`config.mk`:
```
export PLATFORM = sky130hd
export DESIGN_NAME = csr_unit
export DESIGN_NICKNAME = d
export VERILOG_FILES = /design/src/rtl/csr_pkg.sv /design/src/rtl/csr_counter.sv /design/src/rtl/csr_unit.sv
export SDC_FILE = /design/constraint.sdc
export NUM_CORES = 1
export LEC_CHECK = 0
export BUFFER_PORTS_ARGS = -buffer_cell sky130_fd_sc_hd__clkbuf_2
export CORE_UTILIZATION = 30
export CTS_CLUSTER_DIAMETER = 100
export CTS_CLUSTER_SIZE = 8
export DETAILED_ROUTE_END_ITERATION = 6
export PLACE_DENSITY = 0.57
export SLEW_MARGIN = 5
export SYNTH_ARGS = -nofsm -noshare
export SYNTH_HDL_FRONTEND = slang
export SYNTH_SLANG_ARGS = --single-unit
```
`constraint.sdc`:
```
create_clock -name clk -period 12.1 [get_ports clk]
set_clock_uncertainty 0.05 [all_clocks]
set_input_delay 2.42 -clock clk [delete_from_list [all_inputs] [get_ports clk]]
set_output_delay 2.42 -clock clk [all_outputs]
set_load 0.02 [all_outputs]
```
`src/rtl/csr_pkg.sv`:
```
// Shared definitions for the machine-mode CSR block: addresses, funct3
// encodings, mstatus field positions and write masks.
package csr_pkg;
    localparam logic [11:0] CSR_MSTATUS   = 12'h300;
    localparam logic [11:0] CSR_MIE       = 12'h304;
    localparam logic [11:0] CSR_MTVEC     = 12'h305;
    localparam logic [11:0] CSR_MSCRATCH  = 12'h340;
    localparam logic [11:0] CSR_MEPC      = 12'h341;
    localparam logic [11:0] CSR_MCAUSE    = 12'h342;
    localparam logic [11:0] CSR_MTVAL     = 12'h343;
    localparam logic [11:0] CSR_MIP       = 12'h344;
    localparam logic [11:0] CSR_MCYCLE    = 12'hB00;
    localparam logic [11:0] CSR_MINSTRET  = 12'hB02;
    localparam logic [11:0] CSR_MCYCLEH   = 12'hB80;
    localparam logic [11:0] CSR_MINSTRETH = 12'hB82;
    localparam logic [11:0] CSR_CYCLE     = 12'hC00;
    localparam logic [11:0] CSR_INSTRET   = 12'hC02;
    localparam logic [11:0] CSR_CYCLEH    = 12'hC80;
    localparam logic [11:0] CSR_INSTRETH  = 12'hC82;
    localparam logic [11:0] CSR_MHARTID   = 12'hF14;

    typedef enum logic [2:0] {
        CSRRW  = 3'b001,
        CSRRS  = 3'b010,
        CSRRC  = 3'b011,
        CSRRWI = 3'b101,
        CSRRSI = 3'b110,
        CSRRCI = 3'b111
    } csr_f3_e;

    localparam int MSTATUS_MIE  = 3;
    localparam int MSTATUS_MPIE = 7;
    localparam int MSTATUS_MPP  = 11;

    localparam logic [63:0] MSTATUS_WMASK = 64'h0000_0000_0000_0088;
    localparam logic [63:0] MTVEC_WMASK   = 64'hFFFF_FFFF_FFFF_FFFC;
    localparam logic [63:0] MEPC_WMASK    = 64'hFFFF_FFFF_FFFF_FFFC;
endpackage

```
`src/rtl/csr_counter.sv`:
```
// Free-running CNT_W-bit counter split into two XLEN halves; a write to
// either half replaces it and holds off the increment for that cycle.
module csr_counter #(
    parameter int XLEN  = 32,
    parameter int CNT_W = 64
) (
    input  logic            clk,
    input  logic            reset,
    input  logic            inc,
    input  logic            wr_lo,
    input  logic            wr_hi,
    input  logic [XLEN-1:0] wdata,
    output logic [XLEN-1:0] lo,
    output logic [XLEN-1:0] hi
);
    logic [CNT_W-1:0]  cnt;
    logic [2*XLEN-1:0] cur, nxt;

    // Work in a 2*XLEN view so the high half exists even when CNT_W < 2*XLEN.
    assign cur = (2*XLEN)'(cnt);
    assign lo  = cur[XLEN-1:0];
    assign hi  = cur[2*XLEN-1:XLEN];

    always_comb begin
        nxt = cur;
        if (wr_lo)
            nxt[XLEN-1:0] = wdata;
        else if (wr_hi)
            nxt[2*XLEN-1:XLEN] = wdata;
        else if (inc)
            nxt = cur + {{(2*XLEN-1){1'b0}}, 1'b1};
    end

    always_ff @(posedge clk or posedge reset) begin
        if (reset) cnt <= '0;
        else       cnt <= nxt[CNT_W-1:0];
    end
endmodule

```
`src/rtl/csr_unit.sv`:
```
// Machine-mode CSR file: combinational read/decode, masked writes,
// cycle/instret counters, and trap-entry / mret updates of mstatus.
module csr_unit
    import csr_pkg::*;
#(
    parameter int              XLEN        = 32,
    parameter int              CNT_W       = 64,
    parameter logic [XLEN-1:0] MTVEC_RESET = '0,
    parameter logic [XLEN-1:0] HART_ID     = '0
) (
    input  logic            clk,
    input  logic            reset,
    input  logic [3:0]      CSRControl,
    input  logic [31:0]     instr,
    input  logic [XLEN-1:0] wd,
    output logic [XLEN-1:0] rd,
    output logic            illegal,
    input  logic            retire,
    input  logic            trap_valid,
    input  logic [XLEN-1:0] trap_cause,
    input  logic [XLEN-1:0] trap_pc,
    input  logic [XLEN-1:0] trap_val,
    input  logic            mret,
    output logic [XLEN-1:0] mtvec_o,
    output logic [XLEN-1:0] mepc_o,
    output logic            mie_global
);
    logic [11:0]     addr;
    logic [4:0]      rs1f;
    logic [2:0]      f3;
    logic            en, hit, bad_f3, intent, ro, we;
    logic [XLEN-1:0] src, nv, old, mstatus_rd;
    logic            mie_b, mpie_b;
    logic [XLEN-1:0] mie_q, mtvec_q, mscratch_q, mepc_q, mcause_q, mtval_q;
    logic [XLEN-1:0] cyc_lo, cyc_hi, ins_lo, ins_hi;
    logic            unused_instr;

    assign addr = instr[31:20];
    assign rs1f = instr[19:15];
    assign f3   = CSRControl[2:0];
    assign en   = CSRControl[3];
    assign ro   = (addr[11:10] == 2'b11);
    assign unused_instr = ^instr[14:0];

    always_comb begin
        mstatus_rd = '0;
        mstatus_rd[MSTATUS_MIE]      = mie_b;
        mstatus_rd[MSTATUS_MPIE]     = mpie_b;
        mstatus_rd[MSTATUS_MPP +: 2] = 2'b11;
    end

    always_comb begin
        hit = 1'b1;
        old = '0;
        case (addr)
            CSR_MSTATUS:                 old = mstatus_rd;
            CSR_MIE:                     old = mie_q;
            CSR_MTVEC:                   old = mtvec_q;
            CSR_MSCRATCH:                old = mscratch_q;
            CSR_MEPC:                    old = mepc_q;
            CSR_MCAUSE:                  old = mcause_q;
            CSR_MTVAL:                   old = mtval_q;
            CSR_MIP:                     old = '0;
            CSR_MCYCLE,   CSR_CYCLE:     old = cyc_lo;
            CSR_MCYCLEH,  CSR_CYCLEH:    old = cyc_hi;
            CSR_MINSTRET, CSR_INSTRET:   old = ins_lo;
            CSR_MINSTRETH, CSR_INSTRETH: old = ins_hi;
            CSR_MHARTID:                 old = HART_ID;
            default:                     hit = 1'b0;
        endcase
    end

    assign src = f3[2] ? {{(XLEN-5){1'b0}}, rs1f} : wd;

    // Set/clear with rs1 field zero is a pure read, so it never trips read-only checks.
    always_comb begin
        nv     = src;
        intent = 1'b0;
        bad_f3 = 1'b0;
        case (f3)
            CSRRW, CSRRWI: intent = 1'b1;
            CSRRS, CSRRSI: begin nv = old | src;  intent = (rs1f != 5'd0); end
            CSRRC, CSRRCI: begin nv = old & ~src; intent = (rs1f != 5'd0); end
            default:       bad_f3 = 1'b1;
        endcase
    end

    assign illegal = en & (~hit | bad_f3 | (ro & intent));
    assign we      = en & ~illegal & intent & ~trap_valid;
    assign rd      = old;

    assign mtvec_o    = mtvec_q;
    assign mepc_o     = mepc_q;
    assign mie_global = mie_b;

    csr_counter #(.XLEN(XLEN), .CNT_W(CNT_W)) u_mcycle (
        .clk(clk), .reset(reset), .inc(1'b1),
        .wr_lo(we && addr == CSR_MCYCLE), .wr_hi(we && addr == CSR_MCYCLEH),
        .wdata(nv), .lo(cyc_lo), .hi(cyc_hi)
    );

    csr_counter #(.XLEN(XLEN), .CNT_W(CNT_W)) u_minstret (
        .clk(clk), .reset(reset), .inc(retire),
        .wr_lo(we && addr == CSR_MINSTRET), .wr_hi(we && addr == CSR_MINSTRETH),
        .wdata(nv), .lo(ins_lo), .hi(ins_hi)
    );

    always_ff @(posedge clk or posedge reset) begin
        if (reset) begin
            mie_b      <= 1'b0;
            mpie_b     <= 1'b0;
            mie_q      <= '0;
            mtvec_q    <= MTVEC_RESET;
            mscratch_q <= '0;
            mepc_q     <= '0;
            mcause_q   <= '0;
            mtval_q    <= '0;
        end else if (trap_valid) begin
            mepc_q   <= trap_pc & XLEN'(MEPC_WMASK);
            mcause_q <= trap_cause;
            mtval_q  <= trap_val;
            mpie_b   <= mie_b;
            mie_b    <= 1'b0;
        end else begin
            if (we) begin
                case (addr)
                    CSR_MSTATUS: begin
                        mie_b  <= nv[MSTATUS_MIE];
                        mpie_b <= nv[MSTATUS_MPIE];
                    end
                    CSR_MIE:      mie_q      <= nv;
                    CSR_MTVEC:    mtvec_q    <= nv & XLEN'(MTVEC_WMASK);
                    CSR_MSCRATCH: mscratch_q <= nv;
                    CSR_MEPC:     mepc_q     <= nv & XLEN'(MEPC_WMASK);
                    CSR_MCAUSE:   mcause_q   <= nv;
                    CSR_MTVAL:    mtval_q    <= nv;
                    default: ;
                endcase
            end
            // mret lands after any same-cycle mstatus write, so it wins.
            if (mret) begin
                mie_b  <= mpie_b;
                mpie_b <= 1'b1;
            end
        end
    end
endmodule

```
==> flow_metrics.env <==
export IMPL_period_share=0.680
export IMPL_postCtsHoldBufs=0
export IMPL_cts_tree="built"
export IMPL_rsz0062_at_grt="false"
export IMPL_grt_max_degree=121
export IMPL_postCtsResizedCells=0
export IMPL_yosysSeqAreaShare=0.404
export IMPL_grt_pass1_vias=19243
export IMPL_grt_overflow=0
export IMPL_ir_drop_mv=0.0799
export IMPL_synth_area_mm2=0.0197
export IMPL_chipHeight_um=258
export IMPL_postCtsSetupRepairBufs=0
export IMPL_grt_pass1_wl_um=133000
export IMPL_core_mm2=0.0646
export IMPL_postSynthAreaPerCell_um2=9.08
export IMPL_cp_max_fo=23
export IMPL_synthToLayoutAreaGrowth_pct=16.2
export IMPL_timing_rr_start="u_minstret.cnt[2]"
export IMPL_clock_fmax_ghz=0.122
export IMPL_power_mw=2.79
export IMPL_antenna_found_initial=5
export IMPL_slew_headroom=0.194
export IMPL_crit_arrival_ns=5.75
export IMPL_final_area_mm2=0.0229
export IMPL_io_pins=267
export IMPL_place_inst=3126
export IMPL_hp_class="reg -> reg"
export IMPL_postPlaceCellArea_mm2=0.0216
export IMPL_track_usage=0.267
export IMPL_clock_path_buffers=3
export IMPL_place_hpwl_um=64900
export IMPL_whs_path_depth=2
export IMPL_netlist_area_leader_share=0.404
export IMPL_power_density_mw_per_mm2=122
export IMPL_setup_viol=0
export IMPL_ys_types=98
export IMPL_cp_common_cell="clkbuf_2"
export IMPL_critPathMaxStageDelay_ns=1.02
export IMPL_synth_area_leaders="dfrtp_1 40%, o21ai_0 4.3%, nand2_1 4.1%"
export IMPL_setup_tns_ns=0
export IMPL_antenna_left=0
export IMPL_drtIter0Drc=2420
export IMPL_whs_endpoint="mscratch_q[9]"
export IMPL_ff2ff_setup_slack_ns=8.36
export IMPL_synth_flop_cell="dfrtp_1"
export IMPL_violations="DRC"
export IMPL_start_kind="input pin"
export IMPL_route_detailed_drc=2
export IMPL_worstSkewPairLatency_ns=0.61
export IMPL_critical_path_class="in -> out"
export IMPL_gp_congestion=1.01
export IMPL_die_area_mm2=0.0666
export IMPL_critPathSlowestCell="nor4_2"
export IMPL_async_flop_share=1.00
export IMPL_drt_vias_per_instance=6.34
export IMPL_clkTransAtPathRegs_ns=0.05
export IMPL_pre_cts_slack_ns=4.00
export IMPL_drv_cap=0
export IMPL_fin_ws_ns=3.88
export IMPL_endpoint_kind="primary output"
export IMPL_dr_total_vias=20156
export IMPL_final_common_cell="dfrtp_1"
export IMPL_cp_cell_sequence="clkbuf_2 > nor4_2 > buf_4 > nand2_1 > o221ai_1 > clkbuf_2"
export IMPL_cts_buffers=45
export IMPL_postSynthRegisterBits=318
export IMPL_routed_wl_um=91000
export IMPL_min_period_ns=8.22
export IMPL_hold_start="mscratch_q[9]"
export IMPL_worst_slew_pin_slew_ns=1.18
export IMPL_portBuffers=245
export IMPL_p_leak_nw=9.01
export IMPL_nets=2489
export IMPL_wire_per_inst_um=28.6
export IMPL_final_hold_viol_count=0
export IMPL_status="complete, but fails checks"
export IMPL_slew_violations=0
export IMPL_yosysWarnings=0
export IMPL_root_buffer="clkbuf_16"
export IMPL_layoutNonFillerInstCount=3177
export IMPL_drive_gt1_frac=0.205
export IMPL_r2r_end="u_minstret.cnt[36]"
export IMPL_htreeDepth=2
export IMPL_whs_ns=0.425
export IMPL_drt_pass1_iter_count=7
export IMPL_synth_largest_area_cell="dfrtp_1"
export IMPL_die_w_um=258
export IMPL_required_ns=9.63
export IMPL_worst_r2r_path_depth=6
export IMPL_synth_edf_count=0
export IMPL_rows=93
export IMPL_synthCells=2166
export IMPL_postLayoutCoreUtil=0.354
export IMPL_clock_sinks=318
export IMPL_layout_common_cells="318 x dfrtp_1, 244 x clkbuf_2, 213 x nand2_1"
export IMPL_start_util=0.305
[worst max-delay path by stage]
stage	startpoint	endpoint	cells past startpoint
2_1_floorplan	reset	mcause_q[0]	1
3_3_place_gp	instr[21]	rd[21]	6
3_5_place_dp	instr[21]	rd[21]	6
4_1_cts	instr[21]	rd[21]	6
5_1_grt	instr[21]	rd[21]	6
6_report	instr[21]	rd[21]	6
[worst max-delay path, delay by kind of cell]
kind,cells,cell delay (ns)
simple gates,2,1.37
compound gates,1,0.79
buf+inv,3,1.14
[cells in the mapped netlist (all sizes together) (12+ instances only)]
cell type and n:
a211oi 25, a21oi 141, a22oi 29, a31oi 49
and2 12, and3 22, and4 19, buf 72
clkbuf 115, dfrtp 318, inv 32, mux2 31
mux2i 74, mux4 25, nand2 213, nand2b 29
nand3 111, nand4 44, nor2 101, nor3 66
nor4 52, o211ai 56, o21ai 184, o221ai 12
o22ai 74, or3 24, or4 21, xnor2 21
[area by class of cell]
type	count	area [um^2]
clock inverter	2	60.1
inverter	32	128
multi-input combinational	1632	10900
fill	6564	41700
timing repair buffer	289	1560
antenna	2	5.00
clock buffer	47	1160
tap	855	1070
sequential	318	7960
[state kept, by name, indices dropped and copies added, names as in the netlist]
register        cells
u_mcycle.cnt       64
u_minstret.cnt     64
mcause_q           32
mie_q              32
mscratch_q         32
mtval_q            32
mepc_o             30
mtvec_o            30
mie_global          1
mpie_b              1
[layer usage]
metal	up-vias	share of wire	global-route usage	wire, um
met4	6	0.040	0.104	3630
li1	8583	-	-	-
met1	10020	0.41	0.363	37200
met5	-	0.00037	0	34
met2	1311	0.45	0.418	40900
met3	236	0.10	0.0523	9190
[cells by family (layout without fill, tap and decap cells)]
kind of cell,count (synthesis),after routing,synth area share
compound gates,696,696,0.239
buf+inv,219,370,0.0487
other cells,1,6,0.000191
fa+ha+maj,2,2,0.00127
flops,318,318,0.404
mux,130,130,0.0840
xor+xnor,26,26,0.0116
simple gates,774,774,0.211
[power breakdown]
part	internal (mW)	total [mW]	switching [mW]	leakage, nW
Sequential	1.13	1.23	0.0910	4.00
Clock	0.677	1.18	0.501	0.597
Combinational	0.135	0.385	0.250	4.42
(Power assumes the default switching activity.)
